<file path="src/rtl/hedios_pkg.sv">
// Shared Hedios packet opcodes, reply codes and the command-engine state encoding.
// Used by the command engine and by the RX/TX serial blocks.
package hedios_pkg;

    localparam logic [7:0] OP_PING    = 8'h01;
    localparam logic [7:0] OP_READ    = 8'h02;
    localparam logic [7:0] OP_ACTION  = 8'h03;
    localparam logic [7:0] OP_RESET   = 8'h04;
    localparam logic [7:0] OP_STREAM  = 8'h05;

    localparam logic [7:0] RP_PING    = 8'h81;
    localparam logic [7:0] RP_READ    = 8'h82;
    localparam logic [7:0] RP_ACTION  = 8'h83;
    localparam logic [7:0] RP_RESET   = 8'h84;
    localparam logic [7:0] RP_STREAM  = 8'h85;

    localparam logic [7:0] NACK       = 8'hEE;
    localparam logic [7:0] STREAM_CMD = 8'h90;

    typedef enum logic [2:0] {
        S_IDLE,
        S_EXEC,
        S_REPLY,
        S_STREAM,
        S_PING
    } fsm_state_t;

endpackage

</file>
<file path="src/rtl/hedios_stream_timer.sv">
// Periodic stream timer: period register, free-running counter, burst-pending and sticky overrun flags.
module hedios_stream_timer (
    input  logic        clk,
    input  logic        rst,
    input  logic        period_we,
    input  logic [31:0] period_in,
    input  logic        clear,
    output logic        pending,
    output logic        overrun
);

    logic [31:0] period;
    logic [31:0] count;
    logic        expire;

    assign expire = (period != 32'd0) && (count == period - 32'd1);

    always_ff @(posedge clk) begin
        if (rst) begin
            period  <= 32'd0;
            count   <= 32'd0;
            pending <= 1'b0;
            overrun <= 1'b0;
        end else if (period_we) begin
            period <= period_in;
            count  <= 32'd0;
            if (period_in == 32'd0)
                pending <= 1'b0;
        end else begin
            if (period != 32'd0)
                count <= expire ? 32'd0 : count + 32'd1;
            // An expiry with a burst still outstanding is lost and flagged.
            if (expire && !pending)
                pending <= 1'b1;
            else if (clear)
                pending <= 1'b0;
            if (expire && pending)
                overrun <= 1'b1;
        end
    end

endmodule

</file>
<file path="src/rtl/hedios_command_engine.sv">
// Hedios command engine: decodes host packets from the RX queue, fires user side effects,
// and arbitrates replies, outbound pings and periodic slot bursts onto the TX queue.
module hedios_command_engine #(
    parameter int SLOT_COUNT   = 8,
    parameter int SLOT_WIDTH   = 32,
    parameter int ACTION_COUNT = 4,
    parameter int PARAM_WIDTH  = 24,
    parameter int RST_CYCLES   = 16
) (
    input  logic                             clk,
    input  logic                             rst,
    input  logic                             rx_empty,
    input  logic [7:0]                       rx_command,
    input  logic [31:0]                      rx_data,
    output logic                             rx_pop_packet,
    input  logic                             tx_full,
    output logic [7:0]                       tx_command,
    output logic [31:0]                      tx_data,
    output logic                             tx_push_packet,
    input  logic [SLOT_COUNT*SLOT_WIDTH-1:0] slots,
    input  logic                             send_ping,
    output logic [ACTION_COUNT-1:0]          action_strobe,
    output logic [PARAM_WIDTH-1:0]           action_param,
    output logic                             rst_device,
    output logic                             stream_overrun
);
    import hedios_pkg::*;

    localparam int SIW = (SLOT_COUNT > 1) ? $clog2(SLOT_COUNT) : 1;
    localparam int RCW = $clog2(RST_CYCLES + 1);

    fsm_state_t       state, state_nx;
    logic [7:0]       cmd_q, reply_cmd, ex_cmd;
    logic [31:0]      data_q, reply_data, ex_data;
    logic [SIW-1:0]   burst_idx;
    logic [RCW-1:0]   rst_cnt;
    logic             ping_q, ping_pending, stream_pending, burst_last;
    logic             ex_action, ex_reset, ex_period, read_ok, act_ok, exec_en;
    logic [SLOT_WIDTH-1:0] slot_arr [SLOT_COUNT];

    for (genvar g = 0; g < SLOT_COUNT; g++) begin : g_slot
        assign slot_arr[g] = slots[g*SLOT_WIDTH +: SLOT_WIDTH];
    end

    assign exec_en = (state == S_EXEC);
    assign read_ok = data_q < 32'(SLOT_COUNT);
    assign act_ok  = {1'b0, data_q[31:24]} < 9'(ACTION_COUNT);

    // Command decode, evaluated on the latched packet; only acted on in EXEC.
    always_comb begin
        ex_cmd    = NACK;
        ex_data   = {24'h0, cmd_q};
        ex_action = 1'b0;
        ex_reset  = 1'b0;
        ex_period = 1'b0;
        case (cmd_q)
            OP_PING: begin
                ex_cmd  = RP_PING;
                ex_data = data_q;
            end
            OP_READ: if (read_ok) begin
                ex_cmd  = RP_READ;
                ex_data = 32'(slot_arr[data_q[SIW-1:0]]);
            end
            OP_ACTION: if (act_ok) begin
                ex_cmd    = RP_ACTION;
                ex_data   = data_q;
                ex_action = 1'b1;
            end
            OP_RESET: begin
                ex_cmd   = RP_RESET;
                ex_data  = 32'd0;
                ex_reset = 1'b1;
            end
            OP_STREAM: begin
                ex_cmd    = RP_STREAM;
                ex_data   = data_q;
                ex_period = 1'b1;
            end
            default: ;
        endcase
    end

    always_comb begin
        state_nx       = state;
        rx_pop_packet  = 1'b0;
        tx_command     = 8'h00;
        tx_data        = 32'd0;
        tx_push_packet = 1'b0;
        burst_last     = 1'b0;
        case (state)
            S_IDLE: begin
                if (!rx_empty) begin
                    rx_pop_packet = 1'b1;
                    state_nx      = S_EXEC;
                end else if (ping_pending) begin
                    state_nx = S_PING;
                end else if (stream_pending) begin
                    state_nx = S_STREAM;
                end
            end
            S_EXEC: state_nx = S_REPLY;
            S_REPLY: begin
                tx_command = reply_cmd;
                tx_data    = reply_data;
                if (!tx_full) begin
                    tx_push_packet = 1'b1;
                    state_nx       = S_IDLE;
                end
            end
            S_PING: begin
                tx_command = OP_PING;
                if (!tx_full) begin
                    tx_push_packet = 1'b1;
                    state_nx       = S_IDLE;
                end
            end
            S_STREAM: begin
                tx_command = STREAM_CMD;
                tx_data    = 32'(slot_arr[burst_idx]);
                if (!tx_full) begin
                    tx_push_packet = 1'b1;
                    if (burst_idx == SIW'(SLOT_COUNT - 1)) begin
                        burst_last = 1'b1;
                        state_nx   = S_IDLE;
                    end
                end
            end
            default: state_nx = S_IDLE;
        endcase
        // Never consume or emit a packet in a cycle that is being reset.
        if (rst) begin
            rx_pop_packet  = 1'b0;
            tx_push_packet = 1'b0;
            burst_last     = 1'b0;
        end
    end

    always_ff @(posedge clk) begin
        if (rst) begin
            state        <= S_IDLE;
            cmd_q        <= 8'h00;
            data_q       <= 32'd0;
            reply_cmd    <= 8'h00;
            reply_data   <= 32'd0;
            burst_idx    <= '0;
            ping_q       <= 1'b0;
            ping_pending <= 1'b0;
            rst_cnt      <= '0;
            action_param <= '0;
        end else begin
            state  <= state_nx;
            ping_q <= send_ping;
            if (rx_pop_packet) begin
                cmd_q  <= rx_command;
                data_q <= rx_data;
            end
            if (exec_en) begin
                reply_cmd  <= ex_cmd;
                reply_data <= ex_data;
            end
            if (exec_en && ex_action)
                action_param <= data_q[PARAM_WIDTH-1:0];
            if (state != S_STREAM)
                burst_idx <= '0;
            else if (tx_push_packet)
                burst_idx <= burst_idx + SIW'(1);
            if (state == S_PING && tx_push_packet)
                ping_pending <= 1'b0;
            else if (send_ping && !ping_q)
                ping_pending <= 1'b1;
            if (exec_en && ex_reset)
                rst_cnt <= RCW'(RST_CYCLES);
            else if (rst_cnt != '0)
                rst_cnt <= rst_cnt - RCW'(1);
        end
    end

    assign rst_device    = (rst_cnt != '0);
    assign action_strobe = (exec_en && ex_action) ? (ACTION_COUNT'(1) << data_q[31:24]) : '0;

    hedios_stream_timer u_timer (
        .clk       (clk),
        .rst       (rst),
        .period_we (exec_en && ex_period),
        .period_in (data_q),
        .clear     (burst_last),
        .pending   (stream_pending),
        .overrun   (stream_overrun)
    );

endmodule
</file>
<file path="config.mk">
export PLATFORM = sky130hd
export DESIGN_NAME = hedios_command_engine
export DESIGN_NICKNAME = d
export VERILOG_FILES = /design/src/rtl/hedios_pkg.sv /design/src/rtl/hedios_stream_timer.sv /design/src/rtl/hedios_command_engine.sv
export SDC_FILE = /design/constraint.sdc
export NUM_CORES = 1
export LEC_CHECK = 0
export ABC_AREA = 0
export ABC_CLOCK_PERIOD_IN_PS = 2660
export CORE_MARGIN = 2
export CORE_UTILIZATION = 40
export DETAILED_ROUTE_END_ITERATION = 7
export DONT_BUFFER_PORTS = 1
export PLACE_DENSITY_LB_ADDON = 0.12
export SLEW_MARGIN = 20
export SYNTH_ARGS = -nofsm -noshare
export SYNTH_HDL_FRONTEND = slang
export SYNTH_HIERARCHICAL = 1
export SYNTH_SLANG_ARGS = --single-unit
</file>
<file path="constraint.sdc">
create_clock -name clk -period 2.66 [get_ports clk]
set_input_delay 0.266 -clock clk [delete_from_list [all_inputs] [get_ports clk]]
set_output_delay 0.266 -clock clk [all_outputs]
set_load 0.01 [all_outputs]
</file>
==> reports/results.ini <==
[outcome]
status=complete, but fails checks
violations=setup timing

[global_routing]
antenna_found_initial=0
grt_pass1_vias=11500
grt-ovfl-total=0
grt_pass1_wl_um=69500
groute.usage.overall_pct=27.3
grt_max_degree=99

[sta]
finalWorstSetupSlack_ns=-0.0864
hold-worst-slack_ns=0.0105
period_share_pct=103
setup_tns_ns=-1.83
tightest_slew_ns=0.675
period_needed_ns=2.75
finalHoldViolCount=0
fmax_mhz=364
finalSetupViolCount=30
relSlewSlack_pct=55.0
fin_skew_ns=0.00737
slew_viol_final=0
rsz0062_at_grt=true

[cts]
numCtsBuffers=17
cts_tree=yes
h-tree-depth=4
cts.sinks=180
clk_latency_ns=0.43
cts_max_path_buffers=2
clock-root-buffer=clkbuf_16
clk_pin_slew_ns=0.07

[setup_path]
crit_type=flop to flop
crit_family=simple AND/OR/NAND/NOR gates
end_kind=flop
crit_path_start_kind=flop
critPathMaxStageDelay_ns=0.58
cp.buffers_inverters=3
worstPathArrival_ns=3.07
path_cells=buf_6 > or4_4 > nor4_4 > nand3_1 > xnor2_1 > and4bb_2 > nand4_1 > o31ai_4 > buf_6 > clkbuf_16 > nor2_1
slowest_stage=or4_4
required_ns=2.99
critical_path.most_common_cell=buf_6
cp_max_fo=7

[pwr]
internal_power_uw=5130
pwr-share-clk_pct=34.0
p_seq_share_pct=40.6
power.share.switching_pct=31.1
leakagePower_uw=0.00544
p_switching_uw=2310
powerDensity_mw_per_mm2=475
p_comb_share_pct=25.4
peakVddDrop_mv=0.459

[yosys]
syn-num-nets=1643
synth_flop_cell=dfxtp_1
ys_seq_area_share_pct=28.2
yosys_warnings=6
synth_edf_count=0
syn_avg_cell_area_um2=9.58
synth_cell_types=79
synthCells=1336
syn_area_mm2=0.0128
synthArstFlopShare_pct=0
synth-seq-cells=180

[final_layout]
fillers=2937
multi_input_area_mm2=0.00898
final_cell_mix=171 x nand2_1, 168 x dfxtp_1, 150 x buf_4
antennaDiodeCount=0
fin_util_pct=49.7
fin_cells=1880
final_area_mm2=0.0157
mostFrequentLayoutCell=nand2_1
regArea_mm2=0.00363
finalNetCount=1772
drive_above_1_share_pct=29.4
syn2layout_area_growth_pct=22.6

[placed_design]
gp_congestion=0.867
hpwl_um=34800
placed_area_mm2=0.0142
port_buffers=0
dp_cells=1793

[routing]
vias_per_cell=6.05
finalWirelength_um=46100
wl_per_cell_um=24.5
drt_iter0_drc=835
route.detailed.drc=0
dr.pass1.iters=6
route.vias.total=11400
drtAntennaViolNets=0

[floorplan]
dieArea_mm2=0.0334
row_count=65
die_x_um=183
fp.dieH_um=183
core_area_mm2=0.0316
ios=373
start_util_pct=40.6

[min_path]
worstHoldPathType=primary input to flop

[flow_run]
maxCapViolCount=0

==> per-layer routing <==
metal	vias up	GRT usage (%)	share of wire, %
li1	5255	-	-
met1	5623	35.1	41
met2	449	48.1	51
met3	40	4.47	6.0
met4	0	6.34	1.8
met5	-	0	0
==> power groups by stage <==
stage	logic (uW)	registers (uW)	clock network (uW)
floorplan	1230	3030	0
global placement	1770	3080	0
detailed placement	1780	3080	0
CTS	1890	3020	2580
global route	2030	3050	2690
finish	1890	3020	2530
==> logic make-up after synthesis <==
family                   Yosys count  synth area share, %
AO/OA/AOI/OAI                    214                 10.2
XOR/XNOR                          77                 5.27
adder cells (fa/ha/maj)            6                0.587
buffers and inverters            123                 4.11
flip-flops                       180                 28.2
multiplexers                     227                 30.3
AND/OR/NAND/NOR                  509                 21.4
==> synth_stat cells (5+ instances only) <==
cell      count  area, um2
o31ai_1       6       45.0
a31oi_1       8       50.1
mux4_2      128       2880
and3_1       19        119
nand2b_1     39        244
and4_1       20        175
xnor2_1      42        368
nor4_1       26        163
clkbuf_1     68        255
mux2i_1      92        921
mux2_2        7       78.8
xor2_1       35        307
nand4_1      14       87.6
inv_1        22       82.6
nor3_1       28        140
buf_1        10       37.5
o22ai_1      19        119
o21bai_1      7       52.6
dfxtp_1     180       3600
nand2_1     171        642
a22oi_1       9       67.6
o21ai_0      79        395
nor4_2        5       62.6
nand3_1      28        140
ha_1          6       75.1
nor2_2       20        125
nor2_1       91        342
buf_2        15       75.1
a21oi_1      49        245
==> path summary, 6_finish.rpt <==
kind                                                      from                        endpoint  slack (ns)  cells after the start
worst min-delay path                                rx_data[0]          data_q[0]$_SDFFE_PP0P_        0.01                      2
worst max-delay path            u_timer/period[2]$_SDFFE_PP0P_  u_timer/count[24]$_SDFFE_PP0P_       -0.09                     11
worst min register to register       reply_cmd[7]$_SDFFE_PP0P_       reply_cmd[7]$_SDFFE_PP0P_        0.48                      2
worst max register to register  u_timer/period[2]$_SDFFE_PP0P_  u_timer/count[24]$_SDFFE_PP0P_       -0.09                     11
==> sequential cells by signal (all words and copies together), names as in the netlist <==
| register | flops |
|---|---|
| action_param | 24 |
| burst_idx | 3 |
| cmd_q | 8 |
| data_q | 32 |
| ping_pending | 1 |
| ping_q | 1 |
| reply_cmd | 5 |
| reply_data | 32 |
| rst_cnt | 5 |
| state | 3 |
| u_timer/count | 32 |
| u_timer/overrun | 1 |
| u_timer/pending | 1 |
| u_timer/period | 32 |
==> area by class of cell <==
cell class              count  share of cell area [%]
clock inverters            12                   0.646
flip-flops and latches    180                    23.1
well taps                 402                    3.21
inverters                  22                   0.542
clock buffers              20                    3.05
repair buffers            211                    12.2
multi-input cells        1033                    57.2
==> per-stage QoR <==
step           power, uW  setup WS, ns
4_1_cts             7490       -0.0336
5_1_grt             7770        -0.211
6_report            7450       -0.0864
3_5_place_dp        4860        -0.161
2_1_floorplan       4260       0.00817
3_3_place_gp        4860        -0.195
==> timing repair <==
item / CTS / global route
endpoints found under the setup margin: 33 / 38
endpoints found under the hold margin: 130 / 1
gates resized for setup: 27 / 49
pin swaps: 12 / 22
cloned: 2 / 1
buffers inserted: 7 / 5
hold buffers: 39 / 1
Note: power is estimated with default switching activity, not from simulation.
